===== src/rtl/mem_arbiter_if.sv =====
// Bundle of every signal between mem_arbiter and its neighbours: the fetch
// requester (i_*), the load/store requester (d_*), the memory slave (mem_*)
// and the busy status flag.
//   slave  : arbiter view (requests and memory completion in; grants,
//            responses and the memory request out)
//   master : environment view (requesters and memory model)
interface mem_arbiter_if #(
  parameter int ADDR_W = 32,
  parameter int DATA_W = 32
);
  localparam int STRB_W = DATA_W / 8;

  logic              i_valid;
  logic              i_ready;
  logic [ADDR_W-1:0] i_addr;
  logic              i_resp_valid;
  logic [DATA_W-1:0] i_rdata;

  logic              d_valid;
  logic              d_ready;
  logic              d_we;
  logic [ADDR_W-1:0] d_addr;
  logic [DATA_W-1:0] d_wdata;
  logic [STRB_W-1:0] d_wstrb;
  logic              d_resp_valid;
  logic [DATA_W-1:0] d_rdata;

  logic              mem_valid;
  logic              mem_we;
  logic [ADDR_W-1:0] mem_addr;
  logic [DATA_W-1:0] mem_wdata;
  logic [STRB_W-1:0] mem_wstrb;
  logic              mem_ready;
  logic [DATA_W-1:0] mem_rdata;

  logic              busy;

  modport slave (
    input  i_valid, i_addr,
    input  d_valid, d_we, d_addr, d_wdata, d_wstrb,
    input  mem_ready, mem_rdata,
    output i_ready, i_resp_valid, i_rdata,
    output d_ready, d_resp_valid, d_rdata,
    output mem_valid, mem_we, mem_addr, mem_wdata, mem_wstrb,
    output busy
  );

  modport master (
    output i_valid, i_addr,
    output d_valid, d_we, d_addr, d_wdata, d_wstrb,
    output mem_ready, mem_rdata,
    input  i_ready, i_resp_valid, i_rdata,
    input  d_ready, d_resp_valid, d_rdata,
    input  mem_valid, mem_we, mem_addr, mem_wdata, mem_wstrb,
    input  busy
  );
endinterface


===== src/rtl/mem_arbiter.sv =====
// Shares one memory port between the fetch requester (read-only) and the
// load/store requester. One transaction in flight at a time; the completion
// is routed back to whichever requester owns it.
// Ports:
//   clk   - clock, all logic on posedge
//   rstn  - synchronous active-low reset
//   bus   - mem_arbiter_if.slave: i_* fetch port, d_* load/store port,
//           mem_* memory port, busy status
// Optional feature macro: ARB_ROUND_ROBIN_EN
//   undefined : fixed priority, load/store wins over fetch on a conflict
//   defined   : on a conflict the requester not granted last wins
//               (last grant resets to load/store, so the first conflict
//               goes to fetch)
//
// state | meaning
// IDLE  | no transaction; a pending request is accepted combinationally
// BUSY  | mem_valid held with the request fields until mem_ready
module mem_arbiter #(
  parameter int ADDR_W = 32,
  parameter int DATA_W = 32
) (
  input  logic         clk,
  input  logic         rstn,
  mem_arbiter_if.slave bus
);
  localparam int STRB_W = DATA_W / 8;

  typedef enum logic {IDLE, BUSY} state_t;

  state_t            state;
  logic              owner_d;       // 1 = load/store owns the current/last transaction
  logic              mem_valid_q;
  logic              mem_we_q;
  logic [ADDR_W-1:0] mem_addr_q;
  logic [DATA_W-1:0] mem_wdata_q;
  logic [STRB_W-1:0] mem_wstrb_q;
  logic              i_resp_q;
  logic              d_resp_q;
  logic [DATA_W-1:0] i_rdata_q;
  logic [DATA_W-1:0] d_rdata_q;

  logic d_first;
  logic grant_d;
  logic grant_i;
  logic accept;
  logic store;

`ifdef ARB_ROUND_ROBIN_EN
  // owner_d is updated on every accept and resets to load/store, so it
  // doubles as the last-granted record.
  assign d_first = ~owner_d;
`else
  assign d_first = 1'b1;
`endif

  assign grant_d = bus.d_valid & (~bus.i_valid | d_first);
  assign grant_i = bus.i_valid & ~grant_d;
  assign accept  = (state == IDLE) & (grant_d | grant_i);
  assign store   = grant_d & bus.d_we;

  assign bus.d_ready      = (state == IDLE) & grant_d;
  assign bus.i_ready      = (state == IDLE) & grant_i;
  assign bus.mem_valid    = mem_valid_q;
  assign bus.mem_we       = mem_we_q;
  assign bus.mem_addr     = mem_addr_q;
  assign bus.mem_wdata    = mem_wdata_q;
  assign bus.mem_wstrb    = mem_wstrb_q;
  assign bus.i_resp_valid = i_resp_q;
  assign bus.d_resp_valid = d_resp_q;
  assign bus.i_rdata      = i_rdata_q;
  assign bus.d_rdata      = d_rdata_q;
  assign bus.busy         = (state == BUSY);

  always_ff @(posedge clk) begin
    if (!rstn) begin
      state       <= IDLE;
      owner_d     <= 1'b1;
      mem_valid_q <= 1'b0;
      mem_we_q    <= 1'b0;
      mem_addr_q  <= '0;
      mem_wdata_q <= '0;
      mem_wstrb_q <= '0;
      i_resp_q    <= 1'b0;
      d_resp_q    <= 1'b0;
      i_rdata_q   <= '0;
      d_rdata_q   <= '0;
    end else begin
      i_resp_q <= 1'b0;
      d_resp_q <= 1'b0;
      case (state)
        IDLE: begin
          // mem_ready arriving here is stray and deliberately ignored
          if (accept) begin
            state       <= BUSY;
            owner_d     <= grant_d;
            mem_valid_q <= 1'b1;
            mem_we_q    <= store;
            mem_addr_q  <= grant_d ? bus.d_addr : bus.i_addr;
            mem_wdata_q <= store ? bus.d_wdata : '0;
            mem_wstrb_q <= store ? bus.d_wstrb : '0;
          end
        end
        BUSY: begin
          if (bus.mem_ready) begin
            state       <= IDLE;
            mem_valid_q <= 1'b0;
            if (owner_d) begin
              d_resp_q  <= 1'b1;
              d_rdata_q <= bus.mem_rdata;
            end else begin
              i_resp_q  <= 1'b1;
              i_rdata_q <= bus.mem_rdata;
            end
          end
        end
        default: state <= IDLE;
      endcase
    end
  end
endmodule


===== src/flat_wrapper.sv =====
// flat-port wrapper written by rule: the top's interface ports become plain ports
module mem_arbiter_flat 
#(
  parameter int ADDR_W = 32,
  parameter int DATA_W = 32
)
  (clk, rstn, bus_i_valid, bus_i_addr, bus_d_valid, bus_d_we, bus_d_addr, bus_d_wdata, bus_d_wstrb, bus_mem_ready, bus_mem_rdata, bus_i_ready, bus_i_resp_valid, bus_i_rdata, bus_d_ready, bus_d_resp_valid, bus_d_rdata, bus_mem_valid, bus_mem_we, bus_mem_addr, bus_mem_wdata, bus_mem_wstrb, bus_busy);
  mem_arbiter_if #(.ADDR_W(ADDR_W), .DATA_W(DATA_W)) bus_i ();
  input  logic clk;
  input  logic rstn;
  input wire logic [$bits(bus_i.i_valid)-1:0] bus_i_valid;
  input wire logic [$bits(bus_i.i_addr)-1:0] bus_i_addr;
  input wire logic [$bits(bus_i.d_valid)-1:0] bus_d_valid;
  input wire logic [$bits(bus_i.d_we)-1:0] bus_d_we;
  input wire logic [$bits(bus_i.d_addr)-1:0] bus_d_addr;
  input wire logic [$bits(bus_i.d_wdata)-1:0] bus_d_wdata;
  input wire logic [$bits(bus_i.d_wstrb)-1:0] bus_d_wstrb;
  input wire logic [$bits(bus_i.mem_ready)-1:0] bus_mem_ready;
  input wire logic [$bits(bus_i.mem_rdata)-1:0] bus_mem_rdata;
  output wire logic [$bits(bus_i.i_ready)-1:0] bus_i_ready;
  output wire logic [$bits(bus_i.i_resp_valid)-1:0] bus_i_resp_valid;
  output wire logic [$bits(bus_i.i_rdata)-1:0] bus_i_rdata;
  output wire logic [$bits(bus_i.d_ready)-1:0] bus_d_ready;
  output wire logic [$bits(bus_i.d_resp_valid)-1:0] bus_d_resp_valid;
  output wire logic [$bits(bus_i.d_rdata)-1:0] bus_d_rdata;
  output wire logic [$bits(bus_i.mem_valid)-1:0] bus_mem_valid;
  output wire logic [$bits(bus_i.mem_we)-1:0] bus_mem_we;
  output wire logic [$bits(bus_i.mem_addr)-1:0] bus_mem_addr;
  output wire logic [$bits(bus_i.mem_wdata)-1:0] bus_mem_wdata;
  output wire logic [$bits(bus_i.mem_wstrb)-1:0] bus_mem_wstrb;
  output wire logic [$bits(bus_i.busy)-1:0] bus_busy;
  assign bus_i.i_valid = bus_i_valid;
  assign bus_i.i_addr = bus_i_addr;
  assign bus_i.d_valid = bus_d_valid;
  assign bus_i.d_we = bus_d_we;
  assign bus_i.d_addr = bus_d_addr;
  assign bus_i.d_wdata = bus_d_wdata;
  assign bus_i.d_wstrb = bus_d_wstrb;
  assign bus_i.mem_ready = bus_mem_ready;
  assign bus_i.mem_rdata = bus_mem_rdata;
  assign bus_i_ready = bus_i.i_ready;
  assign bus_i_resp_valid = bus_i.i_resp_valid;
  assign bus_i_rdata = bus_i.i_rdata;
  assign bus_d_ready = bus_i.d_ready;
  assign bus_d_resp_valid = bus_i.d_resp_valid;
  assign bus_d_rdata = bus_i.d_rdata;
  assign bus_mem_valid = bus_i.mem_valid;
  assign bus_mem_we = bus_i.mem_we;
  assign bus_mem_addr = bus_i.mem_addr;
  assign bus_mem_wdata = bus_i.mem_wdata;
  assign bus_mem_wstrb = bus_i.mem_wstrb;
  assign bus_busy = bus_i.busy;
  mem_arbiter #(.ADDR_W(ADDR_W), .DATA_W(DATA_W)) u_core (.clk(clk), .rstn(rstn), .bus(bus_i));
endmodule

===== config.mk =====
export PLATFORM = sky130hd
export DESIGN_NAME = mem_arbiter_flat
export DESIGN_NICKNAME = d
export VERILOG_FILES = /design/src/rtl/mem_arbiter_if.sv /design/src/rtl/mem_arbiter.sv /design/src/flat_wrapper.sv
export SDC_FILE = /design/constraint.sdc
export NUM_CORES = 1
export LEC_CHECK = 0
export CORE_UTILIZATION = 44
export CTS_CLUSTER_DIAMETER = 60
export CTS_CLUSTER_SIZE = 12
export DETAILED_ROUTE_END_ITERATION = 8
export PLACE_DENSITY = 0.9
export SYNTH_ARGS = -nofsm -noshare
export SYNTH_HDL_FRONTEND = slang
export SYNTH_SLANG_ARGS = --single-unit

===== constraint.sdc =====
create_clock -name clk -period 2.3 [get_ports clk]
set_input_delay 0.23 -clock clk [delete_from_list [all_inputs] [get_ports clk]]
set_output_delay 0.23 -clock clk [all_outputs]
set_load 0.01 [all_outputs]

### Yosys cells after proc, flatten, opt, wreduce, memory -nomap -nowiden

Index checks and enable logic that the tools add are counted.

| word-level totals | value |
|---|---|
| register bits | 138 |
| input port bits | 138 |
| output and inout port bits | 139 |
| word-level logic and storage cells | 38 |

| operators by class | value |
|---|---|
| eq/ne operators | 2 |
| muxes and demuxes | 11 |
| bitwise operators | 9 |
| reductions and logical operators | 5 |

Operator list:

| kind | count |
|---|---|
| two-way mux 32 bit | 2 |
| AND reduction 3 bit | 3 |
| two-way mux 1 bit | 6 |
| AND 1 bit | 5 |
| two-way mux 4 bit | 1 |
| case mux 1 bit (2 select lines) | 2 |
| AND reduction 2 bit | 2 |
| inverter 1 bit | 3 |
| inequality test 2 x 1 -> 1 bit, second input constant | 1 |
| inequality test 2 bit, second input constant | 1 |
| OR 1 bit | 1 |

### Depth between registers and ports, before layout

Gate-level depths: netlist (run 1).

| logic depth | value |
|---|---|
| depth after elaboration | 6 |
| mapped depth | 5 |
| gate-level depth less buffers | 2 |

### Worst setup path before layout (run 1)

No wires, ideal clock.

| timing | value |
|---|---|
| kind | register -> register |
| start point | reg u_core.state (netlist: u_core.bus.busy) |
| end point | reg u_core.mem_wdata_q[10] (netlist: u_core.bus.mem_wdata[10]) |
| setup time | 0.117 ns |
| arrival | 1.128 ns |
| required time | 2.183 ns |
| setup slack | 1.055 ns |
| cell stages (with the launch flop) | 6 |
| path buffers | 3 |
| clock period less this slack | 1.245 ns |
| cell sequence | dfxtp_1 buf_6 o21bai_4 buf_6 buf_6 a32o_1 |

| between the ends | value |
|---|---|
| longest elaborated chain between the ends | 3 |

RTL lines:

| item | RTL line | RTL |
|---|---|---|
| start, declared | mem_arbiter.sv:30 | `state_t state;` |
| start signal, assigned | mem_arbiter.sv:76 | `state <= IDLE;` |
| start signal, assigned | mem_arbiter.sv:94 | `state <= BUSY;` |
| start signal, assigned | mem_arbiter.sv:105 | `state <= IDLE;` |
| inverter 1 bit * | mem_arbiter.sv:58 | `assign accept = (state == IDLE) & (grant_d \| grant_i);` |
| AND 1 bit | mem_arbiter.sv:58 |  |
| AND reduction 2 bit (no line) * | n/a |  |
| end signal, assigned | mem_arbiter.sv:99 | `mem_wdata_q <= store ? bus.d_wdata : '0;` |
| end, declared | mem_arbiter.sv:35 | `logic [DATA_W-1:0] mem_wdata_q;` |

Every way passes the cells marked *; elsewhere a longest branch is shown, timed or not.
A chain may end at the register's enable or synchronous reset.

### Final worst setup path (run 1)

| timing | value |
|---|---|
| start point | reg u_core.state (netlist: u_core.bus.busy) |
| end point | out bus_i_ready |

| between the ends | value |
|---|---|
| longest elaborated chain between the ends | 2 |

RTL lines:

| item | RTL line | RTL |
|---|---|---|
| inverter 1 bit | mem_arbiter.sv:62 | `assign bus.i_ready = (state == IDLE) & grant_i;` |
| AND 1 bit | mem_arbiter.sv:62 |  |
| end, declared | flat_wrapper.sv:20 | `output wire logic [$bits(bus_i.i_ready)-1:0] bus_i_ready;` |

Every way passes these cells.

==> results.env, run 1 <==
FIN_CELLS=934
PLACED_CELLS=902
CTS.SINK_COUNT=138
SETUP.WORST_PATH.END_CLASS='primary output'
SETUP_TOTAL_NEGATIVE_SLACK_PS=0
ROUTE.DETAILED.VIAS_PER_INST=5.18
CRIT_PATH_CELL_TRACE='nand2b_1 > nor2_1 > clkdlybuf4s50_1'
PRE_CTS_SLACK_PS=254
H-TREE-DEPTH=4
VIAS=4836
WORST_SLEW_MARGIN_REL_PCT=25.2
FILLCELLCOUNT=838
PATH_BUF_INV=1
GR-USAGE-ALL-LAYERS_PCT=24.1
POWER.IR.VDD_WORST_uV=467
WORSTPATHARRIVAL_PS=1730
AREA.GROWTH.SYNTH_TO_FINAL_PCT=59.1
TIMING.CRITICAL_PATH.FANOUT_MAX=12
WORST_SETUP_PATH_START_KIND='register'
ANTENNA_VIOLATIONS_BEFORE_REPAIR=0
NUM_ANTENNA_CELLS=0
CTS_TREE='done'
DRIVE_GT1_SHARE_PCT=9.79
POSTCTSRESIZEDCELLS=0
NUMBER_OF_SYNTHESIZED_FLOPS_WITH_AN_ENABLE_PIN=0
RUN_STATUS='completed'
CORE.ROWCOUNT=40
FINALCLOCKSKEW_PS=6.11
PIN_SLEW_WITH_THE_LEAST_HEADROOM_TO_ITS_LIMIT_PS=1120
DETAILED_PLACE.AREA_UM2=8320
STATIC-LEAKAGE-POWER_nW=3.44
CTS_HOLD_BUFFERS=0
SYNTH_TOP_CELLS_BY_AREA='sky130_fd_sc_hd__dfxtp_1 (49%), sky130_fd_sc_hd__mux2i_1 (17%), sky130_fd_sc_hd__o32ai_2 (8.7%)'
CLOCKROOTBUFFER='sky130_fd_sc_hd__clkbuf_16'
CLKTRANSATPATHREGS_PS=50
DESIGN.DIE.AREA_UM2=13200
GRT_START_MAX_NET_PINS=92
SYNTH_WARNINGS=0
DESIGN.PORTCOUNT=277
CRIT_REQUIRED_PS=2070
CHIPWIDTH_UM=115
CLK_LATENCY_PS=420
GRT_SETUP_UNREPAIRED='false'
POST_SYNTH_INSTANCE_AREA_UM2=5620
HOLD_VIOL=0
HOLD_PATH_CLASS='input pin to register'
GRT_REMAINING_OVERFLOW=0
SYNTH-ASYNC-RESET-RATIO_PCT=0
SYNTH_LARGEST_TYPE_AREA_FRACTION_PCT=49.1
DR.FIRST_ITER.DRC_COUNT=281
FINALNETCOUNT=891
PLACEABLECOREAREA_UM2=12200
FINALSETUPVIOLATIONS=0
POST_SYNTH_INST_COUNT=497
CTS_SETUP_BUFFERS=0
PLACE.DETAILED.HPWL_MM=11.2
TIMING.FINAL.WS_SETUP_PS=339
FP.DIEH_UM=115
YOSYS_REGISTER_BITS=138
VIA_COUNT_OF_THE_FIRST_GLOBAL_ROUTING_PASS=4970
DETAIL_ROUTE.FIRST_PASS.ITERATIONS=4
CELLPOWERDENSITY_nW_PER_UM2=715
DETAIL-ROUTE-ANTENNA-NETS=0
CTS_BUFFER_DEPTH=2
DRCVIOLATIONCOUNT=0
ROUTED_WL_MM=16.2
TOTAL_AREA_OF_SEQUENTIAL_CELLS_UM2=2760
REPORT.POWER.TOTAL_mW=6.40
PERIOD_MINUS_SLACK_PS=1960
POST-ROUTE-CELL-AREA_UM2=8950
TIMING.SETUP.CRITICAL_PATH_CLASS='register to primary output'
GRT_FIRST_PASS_WIRELENGTH_MM=24.4
MULTI_INPUT_AREA_UM2=2460
FINALWEIGHTEDCONGESTION=0.728
CTS_BUFFERS=17
CRITPATHMAXSTAGEDELAY_PS=580
SYNTH.LARGEST_AREA_CELL='sky130_fd_sc_hd__dfxtp_1'
YOSYSUNIQUECELLTYPES=29
ACHIEVABLE-FREQUENCY_MHz=510
PLACEMENT.IO_BUFFERS=276
POST-ROUTE-PERIOD-UTIL_PCT=85.3
SYN_NETS=635
PRIMARY_FLIP_FLOP_CELL_CHOSEN_BY_SYNTHESIS_MAPPING='sky130_fd_sc_hd__dfxtp_1'
DRV_SLEW=0
WL_PER_CELL_UM=17.3
START_UTIL_PCT=46.1
POST-ROUTE-UTIL_PCT=73.3
FINAL.HOLD.WORST_SLACK_PS=377
SYN-MEAN-INSTANCE-AREA_UM2=11.3
TIMING.CRITICAL_PATH.SLOWEST_STAGE_CELL='sky130_fd_sc_hd__clkdlybuf4s50_1'
SEQ_TOTAL_AREA_YOSYS_PCT=49.1
MAX-CAP-VIOLATIONS=0
WORST_PATH_DOMINANT_CELL_FAMILY='buffers and inverters'
-- worst register-to-register path, stage by stage, from the launching register on --
cell and delay, ps:
sky130_fd_sc_hd__dfxtp_1 540, sky130_fd_sc_hd__nand2b_4 560, sky130_fd_sc_hd__o32ai_1 200
-- cells in the mapped netlist (all sizes together) (2+ instances only) --
master,instances
a32o,36
nand2b,2
dfxtp,138
o32ai,32
mux2i,96
clkbuf,4
buf,44
nor2,3
nand2,128
-- per-layer routing --
layer / vias to the layer above / wire length (µm) / global-route usage [%]
met5: - / 0 / 0
met4: 0 / 423 / 10.8
met3: 33 / 1810 / 11.8
met2: 218 / 7820 / 42.2
met1: 2286 / 6100 / 24.3
li1: 2299 / - / -
-- worst paths after layout --
kind	cells past startpoint	slack (ps)	endpoint	startpoint
worst max-delay path	3	340	bus_i_ready	u_core.bus.busy
worst min register to register	2	460	u_core.bus.d_rdata[6]	u_core.bus.d_rdata[6]
worst max register to register	2	840	u_core.bus.mem_addr[31]	u_core.bus.busy
worst min-delay path	3	380	u_core.owner_d	bus_d_valid
-- cell families after synthesis --
logic type | count (synthesis) | share of synthesized area [%]
AND/OR/NAND/NOR | 139 | 10.1
flip-flops | 138 | 49.1
multiplexers | 96 | 17.1
AO/OA/AOI/OAI | 75 | 16.6
buffers and inverters | 49 | 7.12
-- power by group --
| part | switching (mW) | internal [mW] | total, mW |
|---|---|---|---|
| clock network | 0.970 | 1.90 | 2.87 |
| registers | 0.0643 | 2.50 | 2.57 |
| logic | 0.403 | 0.557 | 0.959 |
-- area by class of cell --
type | count | area share, %
clock buffers | 25 | 5.43
clock inverters | 7 | 1.54
inverters | 1 | 0.0420
multi-input cells | 310 | 27.5
flip-flops and latches | 138 | 30.9
well taps | 168 | 2.35
repair buffers | 285 | 32.2
-- state kept, by name, indices dropped and copies added (netlist names) --
| signal | cells |
|---|---|
| u_core.bus.busy | 1 |
| u_core.bus.mem_addr | 32 |
| u_core.bus.mem_wstrb | 4 |
| u_core.bus.mem_we | 1 |
| u_core.bus.mem_wdata | 32 |
| u_core.bus.d_resp_valid | 1 |
| u_core.bus.i_resp_valid | 1 |
| u_core.bus.d_rdata | 32 |
| u_core.bus.i_rdata | 32 |
| u_core.owner_d | 1 |
| u_core.bus.mem_valid | 1 |
-- cells in the final DEF (no fill, tap or decap), drive strengths merged, types with 2 or more instances in the layout --
cell | Yosys | layout
bufinv | 0 | 4
clkbuf | 4 | 25
nand2b | 2 | 2
dfxtp | 138 | 138
clkdlybuf4s50 | 0 | 274
mux2i | 96 | 96
o32ai | 32 | 32
clkinv | 0 | 2
a32o | 36 | 36
nor2 | 3 | 3
buf | 44 | 11
nand2 | 128 | 128
No activity file was read; power rests on OpenSTA's default activity.
==> run 2: changes to the inputs <==
HOLD_SLACK_MARGIN = 0.06   (was default)
SETUP_SLACK_MARGIN = 0.02   (was default)
==> results of run 2 <==
Final layout, timing and power as in run 1 (identical DEF).
==> run 3: changes to the inputs <==
PLACE_DENSITY = 0.88   (was 0.9)
SLEW_MARGIN = 30   (was default)
==> results.env, run 3 (synthesized netlist as in run 1, its figures left out) <==
DETAILED_PLACE.AREA_UM2=8340  # +0.24%
CHIPWIDTH_UM=115  # unchanged
MAX-CAP-VIOLATIONS=0  # unchanged
SETUP.WORST_PATH.END_CLASS='primary output'
H-TREE-DEPTH=4  # unchanged
DR.FIRST_ITER.DRC_COUNT=227  # -19%
POWER.IR.VDD_WORST_uV=599  # +28%
DRV_SLEW=0  # unchanged
FP.DIEH_UM=115  # unchanged
ROUTED_WL_MM=16.5  # +2.1%
CTS_BUFFERS=17  # unchanged
HOLD_PATH_CLASS='input pin to register'
CRIT_PATH_CELL_TRACE='nand2b_1 > nor2_1 > clkdlybuf4s50_1'
COMMONEST_NON_FILL_NON_TAP_CELLS_IN_THE_LAYOUT='sky130_fd_sc_hd__clkdlybuf4s50_1 (274), sky130_fd_sc_hd__dfxtp_1 (138), sky130_fd_sc_hd__nand2_1 (128)'
WORSTPATHARRIVAL_PS=1710  # -20 ps
ACHIEVABLE-FREQUENCY_MHz=515  # +1.0%
RUN_STATUS='completed'
VIAS=4835  # -0.021%
PLACEMENT.IO_BUFFERS=276  # unchanged
FIN_CELLS=933  # -0.11%
POSTCTSRESIZEDCELLS=0  # unchanged
PATH_BUF_INV=1  # unchanged
PLACEABLECOREAREA_UM2=12200  # unchanged
PERIOD_MINUS_SLACK_PS=1940  # -19.6 ps
HOLD_VIOL=0  # unchanged
CRIT_REQUIRED_PS=2070  # about the same
START_UTIL_PCT=46.1  # unchanged
NUM_ANTENNA_CELLS=0  # unchanged
AREA.GROWTH.SYNTH_TO_FINAL_PCT=59.0  # about the same
CELLPOWERDENSITY_nW_PER_UM2=703  # -1.6%
SETUP_TOTAL_NEGATIVE_SLACK_PS=0  # unchanged
POST-ROUTE-UTIL_PCT=73.2  # about the same
FINAL_COMMON_CELL='sky130_fd_sc_hd__clkdlybuf4s50_1'
TIMING.CRITICAL_PATH.FANOUT_MAX=12  # unchanged
DESIGN.DIE.AREA_UM2=13200  # unchanged
PLACED_CELLS=902  # unchanged
ANTENNA_VIOLATIONS_BEFORE_REPAIR=0  # unchanged
DETAIL-ROUTE-ANTENNA-NETS=0  # unchanged
HP-START='bus_d_valid'
FINALCLOCKSKEW_PS=5.80  # -0.305 ps
GRT_FIRST_PASS_WIRELENGTH_MM=25.2  # +3.2%
REPORT.POWER.TOTAL_mW=6.29  # -1.7%
CORE.ROWCOUNT=40  # unchanged
SETUP.REG_TO_REG.WORST_SLACK_PS=880  # +40 ps
STATIC-LEAKAGE-POWER_nW=3.43  # -0.23%
CTS_BUFFER_DEPTH=2  # unchanged
FINALWEIGHTEDCONGESTION=0.751  # +3.2%
DRCVIOLATIONCOUNT=0  # unchanged
CLK_LATENCY_PS=420  # about the same
TIMING.SETUP.CRITICAL_PATH_CLASS='register to primary output'
PLACE.DETAILED.HPWL_MM=11.9  # +5.6%
VIA_COUNT_OF_THE_FIRST_GLOBAL_ROUTING_PASS=5004  # +0.68%
WORST_SLEW_MARGIN_REL_PCT=63.7  # +38 points
ROUTE.DETAILED.VIAS_PER_INST=5.18  # about the same
CTS_SETUP_BUFFERS=0  # unchanged
CTS_TREE='done'
CRIT_PATH_START='u_core.bus.busy'
WORST_PATH_DOMINANT_CELL_FAMILY='buffers and inverters'
GRT_SETUP_UNREPAIRED='false'
CTS_HOLD_BUFFERS=0  # unchanged
REG2REG_FROM='u_core.bus.busy'
GR-USAGE-ALL-LAYERS_PCT=25.1  # +0.94 points
FINALNETCOUNT=891  # unchanged
DRIVE_GT1_SHARE_PCT=9.80  # +0.013 points
CLKTRANSATPATHREGS_PS=50  # about the same
GRT_START_MAX_NET_PINS=72  # -22%
WORST_SETUP_PATH_START_KIND='register'
FINALSETUPVIOLATIONS=0  # unchanged
PIN_SLEW_WITH_THE_LEAST_HEADROOM_TO_ITS_LIMIT_PS=545  # -574 ps
DETAIL_ROUTE.FIRST_PASS.ITERATIONS=4  # unchanged
POST-ROUTE-CELL-AREA_UM2=8940  # about the same
DESIGN.PORTCOUNT=277  # unchanged
CRITPATHMAXSTAGEDELAY_PS=580  # about the same
POST-ROUTE-PERIOD-UTIL_PCT=84.4  # -0.85 points
WL_PER_CELL_UM=17.7  # +2.3%
CTS.SINK_COUNT=138  # unchanged
GRT_REMAINING_OVERFLOW=0  # unchanged
TIMING.CRITICAL_PATH.SLOWEST_STAGE_CELL='sky130_fd_sc_hd__clkdlybuf4s50_1'
CLOCKROOTBUFFER='sky130_fd_sc_hd__clkbuf_16'
run 3: cell type report:
class / count / area (µm²)
Timing Repair Buffer: 285 / 2910
Clock buffer: 24 / 482
Multi-Input combinational cell: 310 / 2460
Sequential cell: 138 / 2760
Inverter: 1 / 3.75
Fill cell: 857 / 3270
Clock inverter: 7 / 115
Tap cell: 168 / 210
run 3: per-stage QoR:
stage / setup WS [ps] / hold slack [ps]
after global routing: 238 / 319
final: 359 / 312
after floorplan: 1050 / 332
after CTS: 327 / 300
after global placement: 316 / 442
after detailed placement: 389 / 448
run 3: final timing paths:
kind | to | depth (start not counted)
worst min-delay path | u_core.bus.busy | 3
worst max-delay path | bus_i_ready | 3
worst max register to register | u_core.bus.mem_addr[31] | 2
worst min register to register | u_core.bus.i_rdata[1] | 2
run 3: worst reg2reg max path, delay by kind of cell, from the launching register on:
kind            cells  cell delay, ps
compound gates      1             190
flops               1             520
simple gates        1             560
run 3: metal layers:
layer  share of wire, %  GRT usage, %  routed length [µm]
met2                 50          44.2                8220
met1                 36          25.0                5920
met3                 11          11.8                1880
met4                2.9          11.9                 482
met5                  0             0                   0
run 3: where the power goes:
group          switching, mW  leakage, nW  internal, mW  total, mW
combinational          0.403         2.02         0.561      0.965
sequential            0.0633         1.12          2.50       2.57
clock                  0.975        0.286          1.78       2.76
total                   1.44         3.43          4.85       6.29
